`src/rtl/aes_decrypt_iter.sv`:
```
// Iterative AES-128 inverse cipher: one inverse round per clock, valid/ready on both sides.
// Build option AES_DEC_KEY_LATCH_EN: latch the expanded key at acceptance instead of reading it live.
module aes_decrypt_iter #(
    parameter int NR = 10
) (
    input  logic          clk,
    input  logic          rst,
    input  logic          in_valid,
    output logic          in_ready,
    input  logic [127:0]  cipher_text,
    input  logic [1407:0] expanded_key,
    output logic          out_valid,
    input  logic          out_ready,
    output logic [127:0]  plain_text,
    output logic          busy
);
    // state | meaning
    // IDLE  | waiting for a ciphertext, in_ready high
    // ROUND | one inverse round per clock, rnd_q counts 9..0
    // DONE  | plain_text held until the consumer accepts it
    typedef enum logic [1:0] {S_IDLE, S_ROUND, S_DONE} fsm_t;

    localparam logic [3:0] RND_FIRST = 4'(NR - 1);

    localparam logic [2047:0] INV_SBOX = {
        128'h52096ad53036a538bf40a39e81f3d7fb,
        128'h7ce339829b2fff87348e4344c4dee9cb,
        128'h547b9432a6c2233dee4c950b42fac34e,
        128'h082ea16628d924b2765ba2496d8bd125,
        128'h72f8f66486689816d4a45ccc5d65b692,
        128'h6c704850fdedb9da5e154657a78d9d84,
        128'h90d8ab008cbcd30af7e45805b8b34506,
        128'hd02c1e8fca3f0f02c1afbd0301138a6b,
        128'h3a9111414f67dcea97f2cfcef0b4e673,
        128'h96ac7422e7ad3585e2f937e81c75df6e,
        128'h47f11a711d29c5896fb7620eaa18be1b,
        128'hfc563e4bc6d279209adbc0fe78cd5af4,
        128'h1fdda8338807c731b11210592780ec5f,
        128'h60517fa919b54a0d2de57a9f93c99cef,
        128'ha0e03b4dae2af5b0c8ebbb3c83539961,
        128'h172b047eba77d626e169146355210c7d
    };

    function automatic logic [7:0] inv_sbox(input logic [7:0] x);
        return INV_SBOX[{~x, 3'b000} +: 8];
    endfunction

    function automatic logic [7:0] xt(input logic [7:0] a);
        return {a[6:0], 1'b0} ^ (a[7] ? 8'h1b : 8'h00);
    endfunction

    // Row r of column c is byte 4c+r; row r rotates right by r.
    function automatic logic [127:0] inv_shift_rows(input logic [127:0] s);
        logic [127:0] o;
        o = '0;
        for (int c = 0; c < 4; c++) begin
            for (int r = 0; r < 4; r++) begin
                o[8*(4*c+r) +: 8] = s[8*(4*((c - r + 4) % 4) + r) +: 8];
            end
        end
        return o;
    endfunction

    function automatic logic [127:0] inv_sub_bytes(input logic [127:0] s);
        logic [127:0] o;
        o = '0;
        for (int i = 0; i < 16; i++) begin
            o[8*i +: 8] = inv_sbox(s[8*i +: 8]);
        end
        return o;
    endfunction

    function automatic logic [127:0] inv_mix_columns(input logic [127:0] s);
        logic [127:0] o;
        logic [7:0]   a [4];
        logic [7:0]   m9 [4];
        logic [7:0]   mb [4];
        logic [7:0]   md [4];
        logic [7:0]   me [4];
        logic [7:0]   m2, m4, m8;
        o = '0;
        for (int c = 0; c < 4; c++) begin
            for (int r = 0; r < 4; r++) begin
                a[r]  = s[8*(4*c+r) +: 8];
                m2    = xt(a[r]);
                m4    = xt(m2);
                m8    = xt(m4);
                m9[r] = m8 ^ a[r];
                mb[r] = m8 ^ m2 ^ a[r];
                md[r] = m8 ^ m4 ^ a[r];
                me[r] = m8 ^ m4 ^ m2;
            end
            o[8*(4*c+0) +: 8] = me[0] ^ mb[1] ^ md[2] ^ m9[3];
            o[8*(4*c+1) +: 8] = m9[0] ^ me[1] ^ mb[2] ^ md[3];
            o[8*(4*c+2) +: 8] = md[0] ^ m9[1] ^ me[2] ^ mb[3];
            o[8*(4*c+3) +: 8] = mb[0] ^ md[1] ^ m9[2] ^ me[3];
        end
        return o;
    endfunction

    fsm_t           fsm_q, fsm_d;
    logic [127:0]   state_q, state_d;
    logic [127:0]   plain_q, plain_d;
    logic           out_valid_q, out_valid_d;
    logic [3:0]     rnd_q, rnd_d;
    logic           accept;
    logic [1407:0]  key_src;
    logic [10:0]    rk_idx;
    logic [127:0]   rk;
    logic [127:0]   sub_rows;

    assign in_ready   = (fsm_q == S_IDLE) && !rst;
    assign accept     = in_valid && in_ready;
    assign busy       = (fsm_q == S_ROUND) || (fsm_q == S_DONE);
    assign out_valid  = out_valid_q;
    assign plain_text = plain_q;

`ifdef AES_DEC_KEY_LATCH_EN
    logic [1407:0] key_q;

    // Key storage needs no reset; it is always written at acceptance before use.
    always_ff @(posedge clk) begin
        if (accept) begin
            key_q <= expanded_key;
        end
    end

    assign key_src = key_q;
`else
    assign key_src = expanded_key;
`endif

    assign rk_idx   = {rnd_q, 7'd0};
    assign rk       = key_src[rk_idx +: 128];
    assign sub_rows = inv_sub_bytes(inv_shift_rows(state_q));

    always_ff @(posedge clk) begin
        if (rst) begin
            fsm_q       <= S_IDLE;
            state_q     <= '0;
            plain_q     <= '0;
            out_valid_q <= 1'b0;
            rnd_q       <= '0;
        end else begin
            fsm_q       <= fsm_d;
            state_q     <= state_d;
            plain_q     <= plain_d;
            out_valid_q <= out_valid_d;
            rnd_q       <= rnd_d;
        end
    end

    always_comb begin
        fsm_d       = fsm_q;
        state_d     = state_q;
        plain_d     = plain_q;
        out_valid_d = out_valid_q;
        rnd_d       = rnd_q;
        case (fsm_q)
            S_IDLE: begin
                if (accept) begin
                    state_d = cipher_text ^ expanded_key[1407:1280];
                    rnd_d   = RND_FIRST;
                    fsm_d   = S_ROUND;
                end
            end
            S_ROUND: begin
                if (rnd_q == 4'd0) begin
                    plain_d     = sub_rows ^ rk;
                    out_valid_d = 1'b1;
                    fsm_d       = S_DONE;
                end else begin
                    state_d = inv_mix_columns(sub_rows ^ rk);
                    rnd_d   = rnd_q - 4'd1;
                end
            end
            S_DONE: begin
                if (out_ready) begin
                    out_valid_d = 1'b0;
                    fsm_d       = S_IDLE;
                end
            end
            default: fsm_d = S_IDLE;
        endcase
    end

endmodule

```
`config.mk`:
```
export PLATFORM = sky130hd
export DESIGN_NAME = aes_decrypt_iter
export DESIGN_NICKNAME = d
export VERILOG_FILES = /design/src/rtl/aes_decrypt_iter.sv
export SDC_FILE = /design/constraint.sdc
export NUM_CORES = 2
export LEC_CHECK = 0
export BUFFER_PORTS_ARGS = -buffer_cell sky130_fd_sc_hd__buf_2
export CAP_MARGIN = 30
export CELL_PAD_IN_SITES_DETAIL_PLACEMENT = 0
export CELL_PAD_IN_SITES_GLOBAL_PLACEMENT = 1
export CORE_AREA = 2 2 645 647
export CTS_CLUSTER_SIZE = 40
export DETAILED_ROUTE_END_ITERATION = 10
export DIE_AREA = 0 0 647 649
export HOLD_SLACK_MARGIN = 0.1
export PLACE_DENSITY = 0.45
export SETUP_SLACK_MARGIN = 0.5
export SLEW_MARGIN = 20
export SYNTH_ARGS = -nofsm -noshare
export SYNTH_HDL_FRONTEND = slang
export SYNTH_SLANG_ARGS = --single-unit
```
`constraint.sdc`:
```
create_clock -name clk -period 12.7 [get_ports clk]
set_input_delay 1.905 -clock clk [delete_from_list [all_inputs] [get_ports clk]]
set_output_delay 1.905 -clock clk [all_outputs]
set_load 0.01 [all_outputs]
```
# Word level (Yosys, flattened, before mapping)
# Index checks and enable logic that the tools add are counted.
dict set report totals {
  register_bits 263
  in_bits 1540
  mem_bits_ro 0
  out_inout_bits 131
  n_memories 0
  elab_cells 312
  latch_bits 0
  ram_bits 0
}
dict set report op_classes {
  mul 0
  div_mod_pow 0
  bitwise 210
  muxes 61
  eq_ne 6
  addsub 1
  n_lt_le_gt_ge 0
  n_shift 17
  n_reduce_logical 12
}
# op count
set ops {}
lappend ops {{indexed part select 2048 x 12 -> 8 bit (first input constant)} 16}
lappend ops {{indexed part select 1408 x 12 -> 128 bit} 1}
lappend ops {{XOR 8 bit} 144}
lappend ops {{XOR 8 x 5 -> 8 bit} 48}
lappend ops {{two-way mux 128 bit} 2}
lappend ops {{one-hot mux 128 bit (2 select lines)} 1}
lappend ops {{XOR 128 bit} 2}
lappend ops {{two-way mux 5 bit} 48}
lappend ops {{inverter 8 bit} 16}
lappend ops {{AND reduction 3 bit} 3}
lappend ops {{two-way mux 4 bit} 2}
lappend ops {{one-hot mux 4 bit (2 select lines)} 1}
lappend ops {{two-way mux 2 bit} 3}
lappend ops {{inequality test 2 bit (second input constant)} 3}
lappend ops {{one-hot mux 2 bit (3 select lines)} 1}
lappend ops {{logical NOT 4 bit} 1}
lappend ops {{nonzero test 2 bit} 2}
lappend ops {{subtractor 4 x 1 -> 4 bit (second input constant)} 1}
lappend ops {{equality test 2 x 1 -> 1 bit (second input constant)} 1}
lappend ops {{equality test 2 bit (second input constant)} 1}
lappend ops {{logical AND 1 bit} 2}
lappend ops {{logical NOT 2 bit} 1}
lappend ops {{two-way mux 1 bit} 2}
lappend ops {{inequality test 2 x 1 -> 1 bit (second input constant)} 1}
lappend ops {{other kinds (4)} 4}

# Depth between registers and ports, before layout
dict set report depth {
  word_depth 16
  depth_mapped 20
  mapped_depth_nobuf 16
}

# Worst setup path before layout
# No wires, ideal clock.
dict set report synth_path {
  path_kind {reg-to-reg}
  from {reg state_q[25]}
  to {reg state_q[115]}
  t_arrival_ns 5.042
  stages_incl_launch_ff 21
  period_less_slack_ns 5.176
  n_path_buf 4
  required_ns 12.566
  setup_slack_ns 7.524
  setup_time_ns 0.134
  cell_sequence {dfxtp_1 -> clkbuf_1 -> clkbuf_1 -> clkbuf_1 -> inv_1 -> ha_1 -> clkbuf_1 -> inv_1 -> ha_1 -> nor2b_1 -> a311o_1 -> o21ai_0 -> a21oi_1 -> o32ai_2 -> xor2_2 -> xor2_2 -> xor2_1 -> xor2_1 -> xnor3_1 -> xnor2_1 -> o22ai_1}
}
dict set report synth_between {
  elab_chain_len 12
  elab_cells_between_ends 13
  cone_classes {1 x shift; 4 x mux; 8 x bitwise}
}
# item line
set synth_lines {}
lappend synth_lines {{from (decl)} 102} ;# logic [127:0] state_q, state_d;
lappend synth_lines {{from (signal assigned)} 146} ;# state_q <= state_d;
lappend synth_lines {{inverter 8 bit *} 45} ;# return INV_SBOX[{~x, 3'b000} +: 8];
lappend synth_lines {{indexed part select 2048 x 12 -> 8 bit *} 45}
lappend synth_lines {{XOR 128 bit *} 173} ;# state_d = inv_mix_columns(sub_rows ^ rk);
lappend synth_lines {{two-way mux 5 bit / XOR 8 x 5 -> 8 bit (equally long branches)} 49} ;# return {a[6:0], 1'b0} ^ (a[7] ? 8'h1b : 8'h00);
lappend synth_lines {{XOR 8 x 5 -> 8 bit} 49}
lappend synth_lines {{XOR 8 x 5 -> 8 bit / two-way mux 5 bit (equally long branches)} 49}
lappend synth_lines {{XOR 8 x 5 -> 8 bit} 49}
lappend synth_lines {{XOR 8 bit} 89} ;# mb[r] = m8 ^ m2 ^ a[r];
lappend synth_lines {{XOR 8 bit *} 89}
lappend synth_lines {{XOR 8 bit *} 95} ;# o[8*(4*c+2) +: 8] = md[0] ^ m9[1] ^ me[2] ^ mb[3];
lappend synth_lines {{two-way mux 128 bit *} 168} ;# if (rnd_q == 4'd0) begin
lappend synth_lines {{one-hot mux 128 bit (2 select lines) *} 159} ;# case (fsm_q)
# Mark *: on every way between the ends. The rest lies on a longest branch, timed or not. The select of a mux whose other input is x is not followed.
# A chain may end at the register's enable or synchronous reset.

# Final worst setup path
dict set report layout_path {
  from {reg state_q[113]}
  to {reg state_q[56]}
}
dict set report layout_between {
  elab_chain_len 12
}
# item line
set layout_lines {}
lappend layout_lines {{inverter 8 bit *} 45}
lappend layout_lines {{indexed part select 2048 x 12 -> 8 bit *} 45}
lappend layout_lines {{XOR 128 bit *} 173}
lappend layout_lines {{XOR 8 x 5 -> 8 bit (2 in a row)} 49}
lappend layout_lines {{two-way mux 5 bit} 49}
lappend layout_lines {{XOR 8 x 5 -> 8 bit} 49}
lappend layout_lines {{XOR 8 bit *} 88} ;# m9[r] = m8 ^ a[r];
lappend layout_lines {{XOR 8 bit * (2 in a row)} 96} ;# o[8*(4*c+3) +: 8] = mb[0] ^ md[1] ^ m9[2] ^ me[3];
lappend layout_lines {{two-way mux 128 bit *} 168}
lappend layout_lines {{one-hot mux 128 bit (2 select lines) *} 159}
# Marks and branches as above.

==> results.yml <==
global_routing:
  grt_pass1_wl_microns: 1100000
  gr-total-overflow: 0
  grt_max_degree: 136
  antenna_found_initial: 400
  grt_pass1_vias: 105000
  track_usage_pct: 38.8
sta:
  slew-limit-headroom_pct: 14.9
  fin_crit_sh_pct: 54.4
  setup_viol: 0
  setup-tns-final_ns: 0
  finalHoldViolCount: 0
  tightest_slew_ns: 1.27
  rsz0062_at_grt: "no"
  clock_skew_ns: 0.103
  drv_slew: 0
  clock.fmax_ghz: 0.145
  period_needed_ns: 6.90
cts:
  cts.reportedPaths.clkPinSlew_ns: 0.07
  clock-sinks: 263
  cts_buffers: 43
  tritoncts: "done"
  htree_levels: 2
  cts-root-buf: "clkbuf_16"
  insertion_delay_ns: 0.79
  cts.repair.resized: 0
  cts_max_path_buffers: 3
  post_cts_buffers: 0
  cts_hold_buffers: 0
finish:
  layoutNonFillerInstCount: 18800
  drive_gt1_share_pct: 24.0
  final_common_cell: "buf_2"
  n_fill_cell: 46500
  final_nets: 14600
  area_growth_pct: 18.7
  mostFrequentLayoutCells: "1,672 x buf_2, 958 x nor2_1, 923 x a21oi_1"
setup_path:
  critPathMostFrequentCell: "xor2_1"
  rrSetupSlack_ns: 5.80
  end_kind: "flop"
  critical_path.top_delay_family: "compound AO/OA/AOI/OAI gates"
  cp_slowest_cell: "a21oi_1"
  path_max_fanout: 28
  critPathArrivalTime_ns: 7.43
  required_ns: 13.22
  cp_slowest_stage_delay_ns: 0.82
  crit_buf_inv: 3
  reg2reg_depth: 16
  crit_cells: 16
  setup.worst_path.class: "reg -> reg"
  crit_chain: "buf_4 -> inv_1 -> ha_1 -> nor2b_1 -> buf_4 -> nor3_1 -> a211oi_1 -> o311ai_0 -> o221ai_1 -> a21oi_1 -> xor2_1 -> xor2_1 -> xor2_1 -> xnor3_1 -> a21oi_1 -> a211oi_1"
  startpoint_type: "flop"
placed_design:
  placed_cells: 18200
  io_buffers: 1670
  place.gp.congestion: 1.06
  hpwl_microns: 695000
logic_synthesis:
  ys_seq_area_share_pct: 5.99
  synth_edf_count: 0
  synth_fp_nets: 13800
  synth_cell_types: 104
  syn-cell-area_sq_um: 87900
  ys_async_sr_fraction_pct: 0
  synth_ff_type: "dfxtp_1"
  ys_ff_latch: 263
  yosys_warnings: 0
  syn_inst: 11900
  synth_area_per_cell_sq_um: 7.38
detailed_routing:
  vias: 115000
  postRouteAntennaNets: 0
  wl_per_cell_microns: 45.6
  drcViolationCount: 0
  drt_iter0_drc: 18600
  first_pass_iters: 7
  vias_per_cell: 6.12
  wirelength_microns: 858000
hold_path:
  hold_class: "reg -> reg"
  hold_depth: 2
floorplanning:
  die_w_microns: 647
  num_rows: 236
  ios: 1671
  die_h_microns: 649
  dieArea_sq_um: 420000
  start_util_pct: 21.3
  placeableCoreArea_sq_um: 413000
outcome:
  status: "finished clean"
job:
  drv_cap: 0
-- metal layers --
metal  track usage (%)  wire length (microns)  vias to the layer above
met3              14.7                 104000                     1546
met5                 0                   1340                        -
met2              54.7                 346000                     8213
met1              48.5                 337000                    57500
met4              26.3                  69400                      192
li1                  -                      -                    47600
-- final timing paths --
| kind | start | end |
|---|---|---|
| worst max-delay path | state_q[113]$_SDFFE_PP0P_ | state_q[56]$_SDFFE_PP0P_ |
| worst min-delay path | plain_text[24]$_SDFFE_PP0P_ | plain_text[24]$_SDFFE_PP0P_ |
| worst max register to register | state_q[113]$_SDFFE_PP0P_ | state_q[56]$_SDFFE_PP0P_ |
| worst min register to register | plain_text[24]$_SDFFE_PP0P_ | plain_text[24]$_SDFFE_PP0P_ |
-- per-stage QoR --
step	area, sq um	hold WS, ns	utilization, %	setup slack [ns]
after floorplan	87900	0.481	-	7.52
after global placement	101000	0.440	24.5	5.91
after detailed placement	101000	0.444	24.6	6.12
after CTS	103000	0.453	24.9	6.02
after global routing	104000	0.470	25.1	5.79
final	104000	0.452	25.3	5.80
-- cells in the mapped netlist (304+ instances only) --
master	count	area, sq um
clkbuf_1	725	2720
nor2_1	965	3620
nor3_1	363	1820
o21ai_0	729	3650
nand2_1	776	2910
nand2b_1	374	2340
mux4_2	393	8850
mux2i_1	358	3580
a21oi_1	925	4630
buf_2	435	2180
xor2_1	304	2660
ha_1	356	4450
xnor2_1	539	4720
-- area by class of cell --
type	count	area, sq um	share of cell area (%)
tap	5474	6850	6.56
timing repair buffer	2176	12300	11.8
clock buffer	55	1220	1.17
inverter	213	801	0.768
clock inverter	24	277	0.265
multi-input combinational	10100	76000	72.9
antenna	553	1380	1.33
sequential	263	5440	5.21
-- worst reg2reg max path, cell delays in order (launching register included) --
cell and delay, ns:
dfxtp_1 0.30, buf_4 0.39, inv_1 0.37, ha_1 0.70
nor2b_1 0.30, buf_4 0.22, nor3_1 0.35, a211oi_1 0.09
o311ai_0 0.49, o221ai_1 0.28, a21oi_1 0.30, xor2_1 0.79
xor2_1 0.35, xor2_1 0.36, xnor3_1 0.47, a21oi_1 0.82
a211oi_1 0.11
-- registers in the layout, indices dropped and copies added (netlist names) --
name and flops:
fsm_q 2, out_valid 1, state_q 128, plain_text 128, rnd_q 4
-- cells by family after synthesis --
family | share of synthesized area, %
compound gates | 33.2
simple gates | 20.5
buf+inv | 7.97
xor+xnor | 12.5
mux | 14.8
fa+ha+maj | 5.12
flops | 5.99
Power is not shown: default switching activity piles up to over one toggle a cycle in this logic, so the estimate is an artifact.
